[src/rtl/physical_freelist.sv]
// physical_freelist
//
// Free list of physical destination registers for the rename/commit unit.
// Rename can take up to two unused registers per cycle from the head of a
// circular buffer. Commit can return up to two stale mappings per cycle at
// the tail. Every register handed out later becomes a writeback target in
// physical_regfile, so both blocks share REG_SIZE / REG_SIZE_WIDTH.
//
// Optional feature macro: FREELIST_DUP_CHECK_EN
//   When defined, a free bitmap tracks which registers are currently in the
//   list. A release of an already-free register (or the same register on
//   both release slots) is dropped and sets the sticky dup_err_o.
//   When undefined, dup_err_o is tied low and every non-p0 release is pushed.
//
// Ports:
//   clk, rst                  clock, synchronous active-high reset
//   alloc_first_i/second_i    rename consumes the first/second offered reg
//   alloc_prd_first_o/second_o  registers offered at head / head+1
//   alloc_first_valid_o       at least one free register
//   alloc_second_valid_o      at least two free registers
//   release_first_i/_prd_i    first commit release slot
//   release_second_i/_prd_i   second commit release slot
//   free_count_o              number of free entries
//   overflow_err_o            sticky: a push was dropped because list was full
//   dup_err_o                 sticky: a duplicate release was detected

module physical_freelist #(
  parameter int REG_SIZE       = 48,
  parameter int REG_SIZE_WIDTH = 6,
  parameter int ARCH_REG_NUM   = 32
) (
  input  logic                      clk,
  input  logic                      rst,
  input  logic                      alloc_first_i,
  input  logic                      alloc_second_i,
  output logic [REG_SIZE_WIDTH-1:0] alloc_prd_first_o,
  output logic [REG_SIZE_WIDTH-1:0] alloc_prd_second_o,
  output logic                      alloc_first_valid_o,
  output logic                      alloc_second_valid_o,
  input  logic                      release_first_i,
  input  logic [REG_SIZE_WIDTH-1:0] release_first_prd_i,
  input  logic                      release_second_i,
  input  logic [REG_SIZE_WIDTH-1:0] release_second_prd_i,
  output logic [REG_SIZE_WIDTH:0]   free_count_o,
  output logic                      overflow_err_o,
  output logic                      dup_err_o
);

  localparam int INIT_FREE = REG_SIZE - ARCH_REG_NUM;
  localparam logic [REG_SIZE_WIDTH:0]   FULL_CNT  = (REG_SIZE_WIDTH+1)'(REG_SIZE);
  localparam logic [REG_SIZE_WIDTH:0]   INIT_CNT  = (REG_SIZE_WIDTH+1)'(INIT_FREE);
  localparam logic [REG_SIZE_WIDTH-1:0] INIT_TAIL = REG_SIZE_WIDTH'(INIT_FREE % REG_SIZE);
  localparam logic [REG_SIZE_WIDTH-1:0] LAST_PTR  = REG_SIZE_WIDTH'(REG_SIZE - 1);

  // REG_SIZE need not be a power of two, so wrap explicitly.
  function automatic logic [REG_SIZE_WIDTH-1:0] ptr_inc(input logic [REG_SIZE_WIDTH-1:0] p);
    return (p == LAST_PTR) ? '0 : p + REG_SIZE_WIDTH'(1);
  endfunction

  logic [REG_SIZE_WIDTH-1:0] buf_q [REG_SIZE];
  logic [REG_SIZE_WIDTH-1:0] buf_d [REG_SIZE];
  logic [REG_SIZE_WIDTH-1:0] head_q, head_d;
  logic [REG_SIZE_WIDTH-1:0] tail_q, tail_d;
  logic [REG_SIZE_WIDTH:0]   count_q, count_d;
  logic                      overflow_q, overflow_d;

  logic                      pop_first, pop_second;
  logic [REG_SIZE_WIDTH:0]   pop_cnt;
  logic                      first_dup, second_dup;
  logic                      rel_first_ok, rel_second_ok;
  logic                      push_first, push_second;
  logic                      ovf_first, ovf_second;
  logic [REG_SIZE_WIDTH:0]   after_pop, after_first;
  logic [REG_SIZE_WIDTH-1:0] second_wr_ptr;

  // Offered registers are plain reads at head/head+1, independent of requests.
  assign alloc_prd_first_o    = buf_q[head_q];
  assign alloc_prd_second_o   = buf_q[ptr_inc(head_q)];
  assign alloc_first_valid_o  = (count_q != '0);
  assign alloc_second_valid_o = (count_q > (REG_SIZE_WIDTH+1)'(1));
  assign free_count_o         = count_q;
  assign overflow_err_o       = overflow_q;

  // Accepted pops: the second slot only counts together with the first.
  always_comb begin
    pop_first  = alloc_first_i & alloc_first_valid_o;
    pop_second = alloc_second_i & alloc_first_i & alloc_second_valid_o;
    pop_cnt    = (REG_SIZE_WIDTH+1)'(pop_first) + (REG_SIZE_WIDTH+1)'(pop_second);
  end

  // Release qualification and capacity check. The first slot is pushed
  // before the second, and capacity is judged after this cycle's pops so a
  // full list can still accept a release in a cycle that also allocates.
  always_comb begin
    rel_first_ok  = release_first_i && (release_first_prd_i != '0) && !first_dup;
    rel_second_ok = release_second_i && (release_second_prd_i != '0) && !second_dup;
    after_pop     = count_q - pop_cnt;
    push_first    = rel_first_ok && (after_pop < FULL_CNT);
    ovf_first     = rel_first_ok && !(after_pop < FULL_CNT);
    after_first   = after_pop + (REG_SIZE_WIDTH+1)'(push_first);
    push_second   = rel_second_ok && (after_first < FULL_CNT);
    ovf_second    = rel_second_ok && !(after_first < FULL_CNT);
    second_wr_ptr = push_first ? ptr_inc(tail_q) : tail_q;
  end

  // Next state of buffer, pointers, count and overflow flag.
  always_comb begin
    buf_d      = buf_q;
    head_d     = head_q;
    tail_d     = tail_q;
    count_d    = after_first + (REG_SIZE_WIDTH+1)'(push_second);
    overflow_d = overflow_q | ovf_first | ovf_second;

    if (pop_first) begin
      head_d = pop_second ? ptr_inc(ptr_inc(head_q)) : ptr_inc(head_q);
    end

    if (push_first) begin
      buf_d[tail_q] = release_first_prd_i;
    end
    if (push_second) begin
      buf_d[second_wr_ptr] = release_second_prd_i;
    end
    if (push_second) begin
      tail_d = ptr_inc(second_wr_ptr);
    end else if (push_first) begin
      tail_d = ptr_inc(tail_q);
    end

    if (rst) begin
      for (int i = 0; i < REG_SIZE; i++) begin
        buf_d[i] = (i < INIT_FREE) ? REG_SIZE_WIDTH'(ARCH_REG_NUM + i) : '0;
      end
      head_d     = '0;
      tail_d     = INIT_TAIL;
      count_d    = INIT_CNT;
      overflow_d = 1'b0;
    end
  end

  always_ff @(posedge clk) begin
    buf_q      <= buf_d;
    head_q     <= head_d;
    tail_q     <= tail_d;
    count_q    <= count_d;
    overflow_q <= overflow_d;
  end

`ifdef FREELIST_DUP_CHECK_EN
  logic [REG_SIZE-1:0] free_map_q, free_map_d;
  logic                dup_q, dup_d;

  // A set bit means the register is already in the list; releasing it again
  // is a duplicate. Both slots naming one register drops the second slot.
  always_comb begin
    first_dup  = release_first_i && (release_first_prd_i != '0) &&
                 free_map_q[release_first_prd_i];
    second_dup = release_second_i && (release_second_prd_i != '0) &&
                 (free_map_q[release_second_prd_i] ||
                  (release_first_i && (release_first_prd_i == release_second_prd_i)));
  end

  // Popped registers leave the list, pushed ones join it. A pushed register
  // never matches a popped one because popped bits are set and pushed are clear.
  always_comb begin
    free_map_d = free_map_q;
    dup_d      = dup_q | first_dup | second_dup;
    if (pop_first) begin
      free_map_d[alloc_prd_first_o] = 1'b0;
    end
    if (pop_second) begin
      free_map_d[alloc_prd_second_o] = 1'b0;
    end
    if (push_first) begin
      free_map_d[release_first_prd_i] = 1'b1;
    end
    if (push_second) begin
      free_map_d[release_second_prd_i] = 1'b1;
    end
    if (rst) begin
      for (int i = 0; i < REG_SIZE; i++) begin
        free_map_d[i] = (i >= ARCH_REG_NUM);
      end
      dup_d = 1'b0;
    end
  end

  always_ff @(posedge clk) begin
    free_map_q <= free_map_d;
    dup_q      <= dup_d;
  end

  assign dup_err_o = dup_q;
`else
  assign first_dup  = 1'b0;
  assign second_dup = 1'b0;
  assign dup_err_o  = 1'b0;
`endif

endmodule

[config.mk]
export PLATFORM = sky130hd
export DESIGN_NAME = physical_freelist
export DESIGN_NICKNAME = d
export VERILOG_FILES = /design/src/rtl/physical_freelist.sv
export SDC_FILE = /design/constraint.sdc
export NUM_CORES = 1
export LEC_CHECK = 0
export CORE_UTILIZATION = 47
export CTS_BUF_LIST = sky130_fd_sc_hd__clkbuf_16
export CTS_CLUSTER_DIAMETER = 40
export DETAILED_ROUTE_END_ITERATION = 12
export GPL_TIMING_DRIVEN = 0
export MAX_ROUTING_LAYER = met4
export PLACE_DENSITY = 0.66
export SYNTH_ARGS = -nofsm -noshare
export SYNTH_HDL_FRONTEND = slang
export SYNTH_SLANG_ARGS = --single-unit
[constraint.sdc]
create_clock -name clk -period 8.5 [get_ports clk]
set_input_delay 0.85 -clock clk [delete_from_list [all_inputs] [get_ports clk]]
set_output_delay 0.85 -clock clk [all_outputs]
set_load 0.1 [all_outputs]
; Yosys cells after proc, flatten, opt, wreduce, memory -nomap -nowiden
; Cells that the tools add are included.
; W data, S select, Z words.
[word_totals]
ff_bits = 308
input_bits = 18
word_cells = 116
[classes]
addsub = 8
magnitude_cmp = 9
eq_ne = 4
muxes = 21
bitwise = 9
reduce_logical = 13
[ops]
columns = op, n
row1 = $bwmux W288, 2
row2 = $mux W288, 2
row3 = $mux W6, 13
row4 = $bmux W6 S6, 2
row5 = $demux W6 S6, 2
row6 = $ge A7 B7 Y1 const B, 4
row7 = $not A6 Y7, 4
row8 = $add A6 B1 Y6 const B, 4
row9 = $eq A6 B6 Y1 const B, 4
row10 = $add A7 B1 Y7, 2
row11 = $lt A7 B1 Y1 const B, 2
row12 = $lt A7 B6 Y1 const B, 2
row13 = $reduce_bool A6 Y1, 2
row14 = $logic_and A1 B1 Y1, 8
row15 = $gt A7 B1 Y1 const B, 1
row16 = $reduce_bool A7 Y1, 1
row17 = $sub A7 B2 Y7, 1
row18 = $and A1 B1 Y1, 3
row19 = $add A1 B1 Y2, 1
row20 = $logic_not A1 Y1, 2
row21 = $or A1 B1 Y1, 2

; Longest topological paths before layout
; Gate-level depths: netlist (run 1).
[logic_depth]
depth_word = 14
ltp_mapped = 32
ltp_nobuf = 25

; Worst setup path after synthesis (run 1)
; OpenSTA, ideal clock, no wires.
[synth_path]
kind = flip-flop to flip-flop
from = register count_q[3], in the netlist free_count_o[3]
to = register count_q[6], in the netlist free_count_o[6]
arrival_time_ns = 7.708
path_slack_ns = 0.665
stages_incl_launch_ff = 33
n_path_buf = 7
period_less_slack_ns = 7.835
cell_sequence = dfxtp_1 > clkbuf_1 > clkbuf_1 > nor2_1 > nand3_1 > or2_2 > nand2_1 > clkbuf_1 > fa_1 > inv_1 > ha_1 > or3_1 > clkbuf_1 > a41oi_1 > o21ai_2 > nand2_2 > inv_1 > ha_1 > ha_1 > buf_2 > o21ai_0 > a21oi_1 > o32ai_1 > nand4b_4 > inv_2 > buf_6 > buf_6 > ha_1 > ha_1 > nand3_1 > nor2_1 > xor2_1 > nor2_1
[synth_between]
elab_chain_len = 10
[synth_lines]
columns = element, line
row1 = start: declaration, 64  ; logic [REG_SIZE_WIDTH:0] count_q, count_d;
row2 = start signal: assignment, 145  ; count_q <= count_d;
row3 = $gt A7 B1 Y1 (*), 80  ; assign alloc_second_valid_o = (count_q > (REG_SIZE_WIDTH+1)'(1));
row4 = net alloc_second_valid_o, 39  ; output logic alloc_second_valid_o,
row5 = $and A1 B1 Y1 (*), 87  ; pop_second = alloc_second_i & alloc_first_i & alloc_second_valid_o;
row6 = $add A1 B1 Y2 (*), 88  ; pop_cnt = (REG_SIZE_WIDTH+1)'(pop_first) + (REG_SIZE_WIDTH+1)'(pop_second);
row7 = $sub A7 B2 Y7 (*), 97  ; after_pop = count_q - pop_cnt;
row8 = $lt A7 B6 Y1, 98  ; push_first = rel_first_ok && (after_pop < FULL_CNT);
row9 = $logic_and A1 B1 Y1, 98
row10 = $add A7 B1 Y7 (*), 100  ; after_first = after_pop + (REG_SIZE_WIDTH+1)'(push_first);
row11 = $lt A7 B6 Y1, 101  ; push_second = rel_second_ok && (after_first < FULL_CNT);
row12 = $logic_and A1 B1 Y1, 101
row13 = $add A7 B1 Y7 (*), 111  ; count_d = after_first + (REG_SIZE_WIDTH+1)'(push_second);
; Mark *: on every way through the listed nets, which the timed path passes. The rest lies on a longest branch.
; A chain may end at the register's enable or synchronous reset.

; Worst setup path after layout (run 1)
[layout_path]
from = register count_q[3], in the netlist free_count_o[3]
to = register count_q[6], in the netlist free_count_o[6]
[layout_between]
elab_chain_len = 10
[layout_lines]
columns = element, line
row1 = $gt A7 B1 Y1 or $reduce_bool A7 Y1 (tied branches), "80, 79"
row2 = "$and A1 B1 Y1, on equally long branches", "87, 86"
row3 = $add A1 B1 Y2, 88
row4 = $sub A7 B2 Y7 (*), 97
row5 = $lt A7 B6 Y1, 98
row6 = $logic_and A1 B1 Y1, 98
row7 = $add A7 B1 Y7 (*), 100
row8 = $lt A7 B6 Y1, 101
row9 = $logic_and A1 B1 Y1, 101
row10 = $add A7 B1 Y7 (*), 111
; Every way passes the cells marked *; elsewhere a longest branch is shown, timed or not.

==> summary.txt, run 1 <==
filler instances: 3,886
grt ovf: 0
Num CTS Buffers: 56
first-pass GRT wire length: 130,000 microns
TritonCTS clock tree: done
pwr dens: 256 mW/mm^2
Final Max Tran Viols: 0
placed cells: 2,693
Max Fclk: 0.125 GHz
clock slew at reported path FFs: 60 ps
Top FF cell, synth: dfxtp_1
Die Wd: 211 microns
Initial DRT Pass Iterations: 5
crit-path max FO: 10
Synth top area share: 0.302
post-DP HPWL: 67,300 microns
async set-reset flop share out of synthesis: 0
# DRC: 0
die area: 0.0443 sq mm
status: finished, final reports clean
Post-CTS Setup Bufs: 0
Pleak: 8.27 nW
GR Layer Usage met2: 0.595
vias in the first global route: 18,400
most frequent CP cell: ha_1
final setup fails: 0
actual slew at the worst max-slew pin: 1410 ps
layer with the highest usage: met2
setup_tns: 0 ps
Synth area leaders: dfxtp_1, mux4_2, mux2i_1
Synth top cells by count: dfxtp_1, mux2i_1, nor2_1
H-tree depth: 2
count of final hold-check violations: 0
hold buffers post-CTS: 0
cell taking the most area after synthesis: dfxtp_1
max_cap viols: 0
post_cts resized: 0
vias per inst: 6.94
WP data arrival: 8440 ps
Syn-to-layout area delta: 15.2%
Cell Rows: 76
clock root buffer: clkbuf_16
Hold Path Class: flop to flop
Seq. cell area: 0.00617 sq mm
syn nets: 2,102
share of the yosys chip area belonging to registers: 0.302
Worst path slowest cell: fa_1
non-filler cells, final: 2,801
Routability Congestion: 1.10
CTS sink count: 308
CP startpoint kind: flop
number of enable flip-flop cells after synthesis: 0
Placed Area: 0.0215 sq mm
Syn Std Cell Area: 0.0204 sq mm
R2R setup slack: 510 ps
Max-slew headroom: 0.0547
skew final: 23.1 ps
type of element capturing the critical path: flop
setup ws final: 514 ps
largest net degree at the start of global routing: 15
synth warn: 0
Design Area, Final: 0.0236 sq mm
Min Clock Period, post-route: 7990 ps
max incr delay on CP: 640 ps
layout cells sized above 1: 0.198
Clk Latency, worst-skew pair: 630 ps
Tot GR Track Use: 0.422
Core Box Area: 0.0430 sq mm
synthesized instance count: 2,072
Peak supply drop: 188 uV
area occupied by multi-input gates: 0.0132 sq mm
number of port buffers: 36
Post-layout nets: 2,196
chip height: 211 microns
Final Total Pwr: 6.03 mW
clk buf depth: 3
Post-DRT Antenna Nets: 0
I/O pin cnt: 41
GR Util met1: 0.531
met3 Track Usage GR: 0.120
RSZ-0062 raised after global routing: false
Setup CP Type: flop to flop
Place WS: 659 ps
routed vias: 19,400
initial antenna violation count: 4
routed len/inst: 32.6 microns
WL final: 91,300 microns
top-count cell post-synth: dfxtp_1
Mapped Avg Cell Area: 9.87 sq um
Worst Path Required: 8950 ps
Distinct cells, synth: 76
DRT iter0 DRCs: 2,809
initial core utilization: 0.476
crit share post-route: 0.940
number of synthesized register bits: 308
==> path summary, 6_finish.rpt <==
path | endpoint | depth (start not counted) | startpoint
worst max register to register | free_count_o[6]$_SDFF_PP0_ | 31 | free_count_o[3]$_SDFF_PP0_
worst min register to register | buf_q[8]$_SDFF_PP0_ | 2 | buf_q[8]$_SDFF_PP0_
worst max-delay path | free_count_o[6]$_SDFF_PP0_ | 31 | free_count_o[3]$_SDFF_PP0_
worst min-delay path | buf_q[8]$_SDFF_PP0_ | 2 | buf_q[8]$_SDFF_PP0_
==> cell usage in the layout (no fill, tap or decap), types with 9 or more instances in the layout <==
cell type        count
dfxtp_1            308
mux2i_1            305
nor2_1             284
a211oi_1           187
mux4_2             168
clkbuf_1           131
nand2_1             88
clkbuf_16           58
buf_2               55
mux2_2              45
a31oi_1             42
a21oi_1             41
nand4_1             38
clkdlybuf4s50_1     36
buf_1               30
o21ai_0             29
o31ai_1             26
nand3_1             24
nor2b_1             24
nor3_1              21
inv_1               20
o22ai_1             15
buf_4               12
nand3_2             12
xnor2_1             11
ha_1                11
or2_2                9
xor2_1               9
==> where the power goes <==
part | internal [mW] | switching [mW] | leakage [nW]
registers | 1.53 | 0.100 | 2.49
clock network | 1.50 | 0.900 | 0.970
logic | 0.626 | 1.37 | 4.81
==> through the flow <==
step,hold slack [ps],util
floorplan,511,-
global placement,524,0.501
detailed placement,548,0.501
CTS,559,0.547
global route,584,0.548
finish,558,0.548
==> per-layer routing <==
layer,up-vias,share of wire
met5,-,0
met4,0,0.070
met3,307,0.13
met2,1418,0.42
met1,9616,0.38
li1,8087,-
==> logic make-up (layout without fill, tap and decap cells) <==
logic type,count (synthesis),in the layout,synth area share
other cells,1,4,0.000183
flops,308,308,0.302
buf+inv,253,394,0.0539
compound gates,389,389,0.134
xor+xnor,21,21,0.00937
mux,518,518,0.359
simple gates,570,570,0.134
fa+ha+maj,12,12,0.00771
==> flip-flops by register name, summed over array words and instances, names as in the netlist <==
name / count
overflow_err_o: 1
buf_q: 288
tail_q: 6
head_q: 6
free_count_o: 7
==> critical path, delay by kind of cell, from the launching register on <==
family,cells,cell delay (ps)
flip-flops,1,310
adder cells (fa/ha/maj),6,1810
AO/OA/AOI/OAI,5,1210
AND/OR/NAND/NOR,10,2550
buffers and inverters,9,1840
XOR/XNOR,1,130
==> final cells by class <==
class	count	share of cell area
multi-input cells	1511	0.561
flip-flops and latches	308	0.262
clock buffers	58	0.0616
plain buffers	232	0.0434
well taps	585	0.0311
clock inverters	47	0.0226
repair buffers	36	0.0153
inverters	21	0.00335
diodes	3	0.000319
No activity file was read; power rests on OpenSTA's default activity.
==> run 2, diff against run 1 <==
ABC_CLOCK_PERIOD_IN_PS = 8500   (was not set)
CTS_CLUSTER_DIAMETER = not set   (was 40)
==> summary.txt, run 2 (same netlist as run 1, synthesis figures left out) <==
status: finished, violations left
failing checks: max-capacitance violations, max-slew violations
worst reg2reg path depth: 24 (-23%)
CP startpoint kind: flop
routed vias: 19,300 (-0.84%)
die area: 0.0443 sq mm (unchanged)
most flop-heavy register: buf_q
routed len/inst: 32.8 microns (+0.71%)
filler instances: 3,962 (+2.0%)
worst-path cell chain: clkbuf_1 -> clkbuf_1 -> nor2_1 -> nand3_1 -> or2_2 -> nand2_1 -> clkbuf_1 -> fa_1 -> ha_1 -> nor3_1 -> a21oi_1 -> o21ai_2 -> nand2_2 -> inv_1 -> ha_1 -> nor2b_1 -> o21ai_0 -> a21oi_1 -> o32ai_1 -> nand4b_4 -> nor4_2 -> buf_2 -> nand2_1 -> o31ai_1
Crit path max-delay family: simple AND/OR/NAND/NOR gates
WL final: 90,600 microns (-0.73%)
skew final: 21.7 ps (-1.38 ps)
most frequent CP cell: clkbuf_1
crit share post-route: 0.944 (+0.00422)
Cell Rows: 76 (unchanged)
initial core utilization: 0.476 (unchanged)
setup ws final: 478 ps (-35.9 ps)
chip height: 211 microns (unchanged)
Routability Congestion: 1.10 (unchanged)
Critical path destination: buf_q[13]$_SDFF_PP0_
Clk Latency, worst-skew pair: 580 ps (-50 ps)
DRT iter0 DRCs: 2,757 (-1.9%)
Tot GR Track Use: 0.420 (-0.00235)
R2R setup slack: 480 ps (-40 ps)
post-layout util: 0.528 (-0.0203)
Flop pwr share: 0.314 (+0.044)
Syn-to-layout area delta: 11.0%
Min Clock Period, post-route: 8020 ps (+35.9 ps)
Peak supply drop: 173 uV (-7.9%)
pwr dens: 228 mW/mm^2 (-11%)
Pleak: 7.88 nW (-4.7%)
switching share of power: 0.418 (+0.0243)
switching pwr: 2.16 mW (-9.0%)
vias in the first global route: 18,200 (-1.5%)
Largest register FFs: 288 (unchanged)
Worst Path Required: 8980 ps (+30 ps)
Setup CP Type: flop to flop
number of port buffers: 36 (unchanged)
Num CTS Buffers: 37 (-34%)
clock power share: 0.300 (-0.099)
cell depth of the worst setup path: 24 (-23%)
clk buf depth: 3 (unchanged)
worst reg2reg endpoint: buf_q[13]$_SDFF_PP0_
Gate power share: 0.386 (+0.054)
WP buf/inv: 5 (-4)
count of final hold-check violations: 0 (unchanged)
Final Max Tran Viols: 4 (+4)
clock root buffer: clkbuf_16
most common cell after layout, fill and taps aside: dfxtp_1
Place WS: 659 ps (unchanged)
max incr delay on CP: 960 ps (+320 ps)
initial antenna violation count: 2 (-2)
I/O pin cnt: 41 (unchanged)
crit-path max FO: 10 (unchanged)
vias per inst: 6.98 (+0.59%)
hold buffers post-CTS: 0 (unchanged)
type of element capturing the critical path: flop
Max Fclk: 0.125 GHz (-0.45%)
layout cells sized above 1: 0.180 (-0.0176)
RSZ-0062 raised after global routing: false
post_cts resized: 0 (unchanged)
Post-layout nets: 2,177 (-0.87%)
setup_tns: 0 ps (unchanged)
clock slew at reported path FFs: 60 ps (about the same)
WP data arrival: 8500 ps (+60 ps)
Core Box Area: 0.0430 sq mm (unchanged)
RR Startpoint: free_count_o[3]$_SDFF_PP0_
post-DP HPWL: 67,300 microns (unchanged)
Worst path slowest cell: nor4_2
commonest cells after routing, fill and taps aside: dfxtp_1, mux2i_1, nor2_1
grt ovf: 0 (unchanged)
Die Wd: 211 microns (unchanged)
Post-DRT Antenna Nets: 0 (unchanged)
H-tree depth: 2 (unchanged)
first-pass GRT wire length: 129,000 microns (-0.84%)
CTS sink count: 308 (unchanged)
actual slew at the worst max-slew pin: 1600 ps (+183 ps)
Max-slew headroom: -0.0719 (-0.127)
Post-CTS Setup Bufs: 0 (unchanged)
final setup fails: 0 (unchanged)
TritonCTS clock tree: done
max_cap viols: 1 (+1)
crit path from: free_count_o[3]$_SDFF_PP0_
largest net degree at the start of global routing: 13 (-2)
Hold Path Class: flop to flop
# DRC: 0 (unchanged)
Initial DRT Pass Iterations: 7 (+2)
Pint: 3.01 mW (-18%)
## run 2: changes by cell type in the layout (fill, tap and decap cells not counted), sizes merged
cell,delta
clkbuf,-19
inv,-5
clkinvlp,-2
clkinv,-6
diode,-1
bufinv,-7
## run 2: power by group through the flow
stage	clock [mW]	combinational, mW	sequential, mW
finish	1.55	2.00	1.62
global route	1.60	2.07	1.62
CTS	1.54	1.93	1.61
detailed placement	0	1.92	1.64
global placement	0	1.90	1.64
floorplan	0	1.24	1.69
## run 2: cell type report
| type | count | area (sq um) | share of cell area |
|---|---|---|---|
| Multi-Input combinational cell | 1511 | 13200 | 0.581 |
| Sequential cell | 308 | 6170 | 0.272 |
| Buffer | 232 | 1020 | 0.0451 |
| Clock buffer | 39 | 976 | 0.0430 |
| Tap cell | 585 | 732 | 0.0323 |
| Timing Repair Buffer | 36 | 360 | 0.0159 |
| Clock inverter | 27 | 153 | 0.00673 |
| Inverter | 21 | 78.8 | 0.00347 |
| Antenna cell | 2 | 5.00 | 0.000221 |
## run 2: how the worst min path moves through the flow
| stage | endpoint | cells after the start | start | slack, ps |
|---|---|---|---|---|
| final | overflow_err_o$_SDFF_PP0_ | 2 | overflow_err_o$_SDFF_PP0_ | 560 |
| after global routing | buf_q[15]$_SDFF_PP0_ | 2 | buf_q[15]$_SDFF_PP0_ | 580 |
| after CTS | buf_q[8]$_SDFF_PP0_ | 2 | buf_q[8]$_SDFF_PP0_ | 560 |
| after detailed placement | overflow_err_o$_SDFF_PP0_ | 2 | overflow_err_o$_SDFF_PP0_ | 550 |
| after global placement | overflow_err_o$_SDFF_PP0_ | 2 | overflow_err_o$_SDFF_PP0_ | 520 |
| after floorplan | head_q[0]$_SDFFE_PP0P_ | 2 | head_q[0]$_SDFFE_PP0P_ | 510 |
## run 2: routing by layer
layer	vias up	track usage	routed length, microns
li1	8033	-	-
met1	9461	0.527	34600
met2	1417	0.592	38000
met3	353	0.117	11400
met4	0	0.269	6600
met5	-	-	0
## run 2: worst min-delay path, cell delays in order (launching register included)
cell,delay (ps)
dfxtp_1,370
a221oi_1,60
nor2_1,90
## run 2: stage by stage
| step | total power, mW | area (sq um) | hold slack, ps | cells |
|---|---|---|---|---|
| after global placement | 3.54 | 21500 | 524 | 2693 |
| after global routing | 5.29 | 22700 | 584 | 2761 |
| after detailed placement | 3.56 | 21500 | 548 | 2693 |
| after floorplan | 2.93 | 20400 | 511 | 2072 |
| final | 5.17 | 22700 | 560 | 2761 |
| after CTS | 5.08 | 22700 | 560 | 2759 |
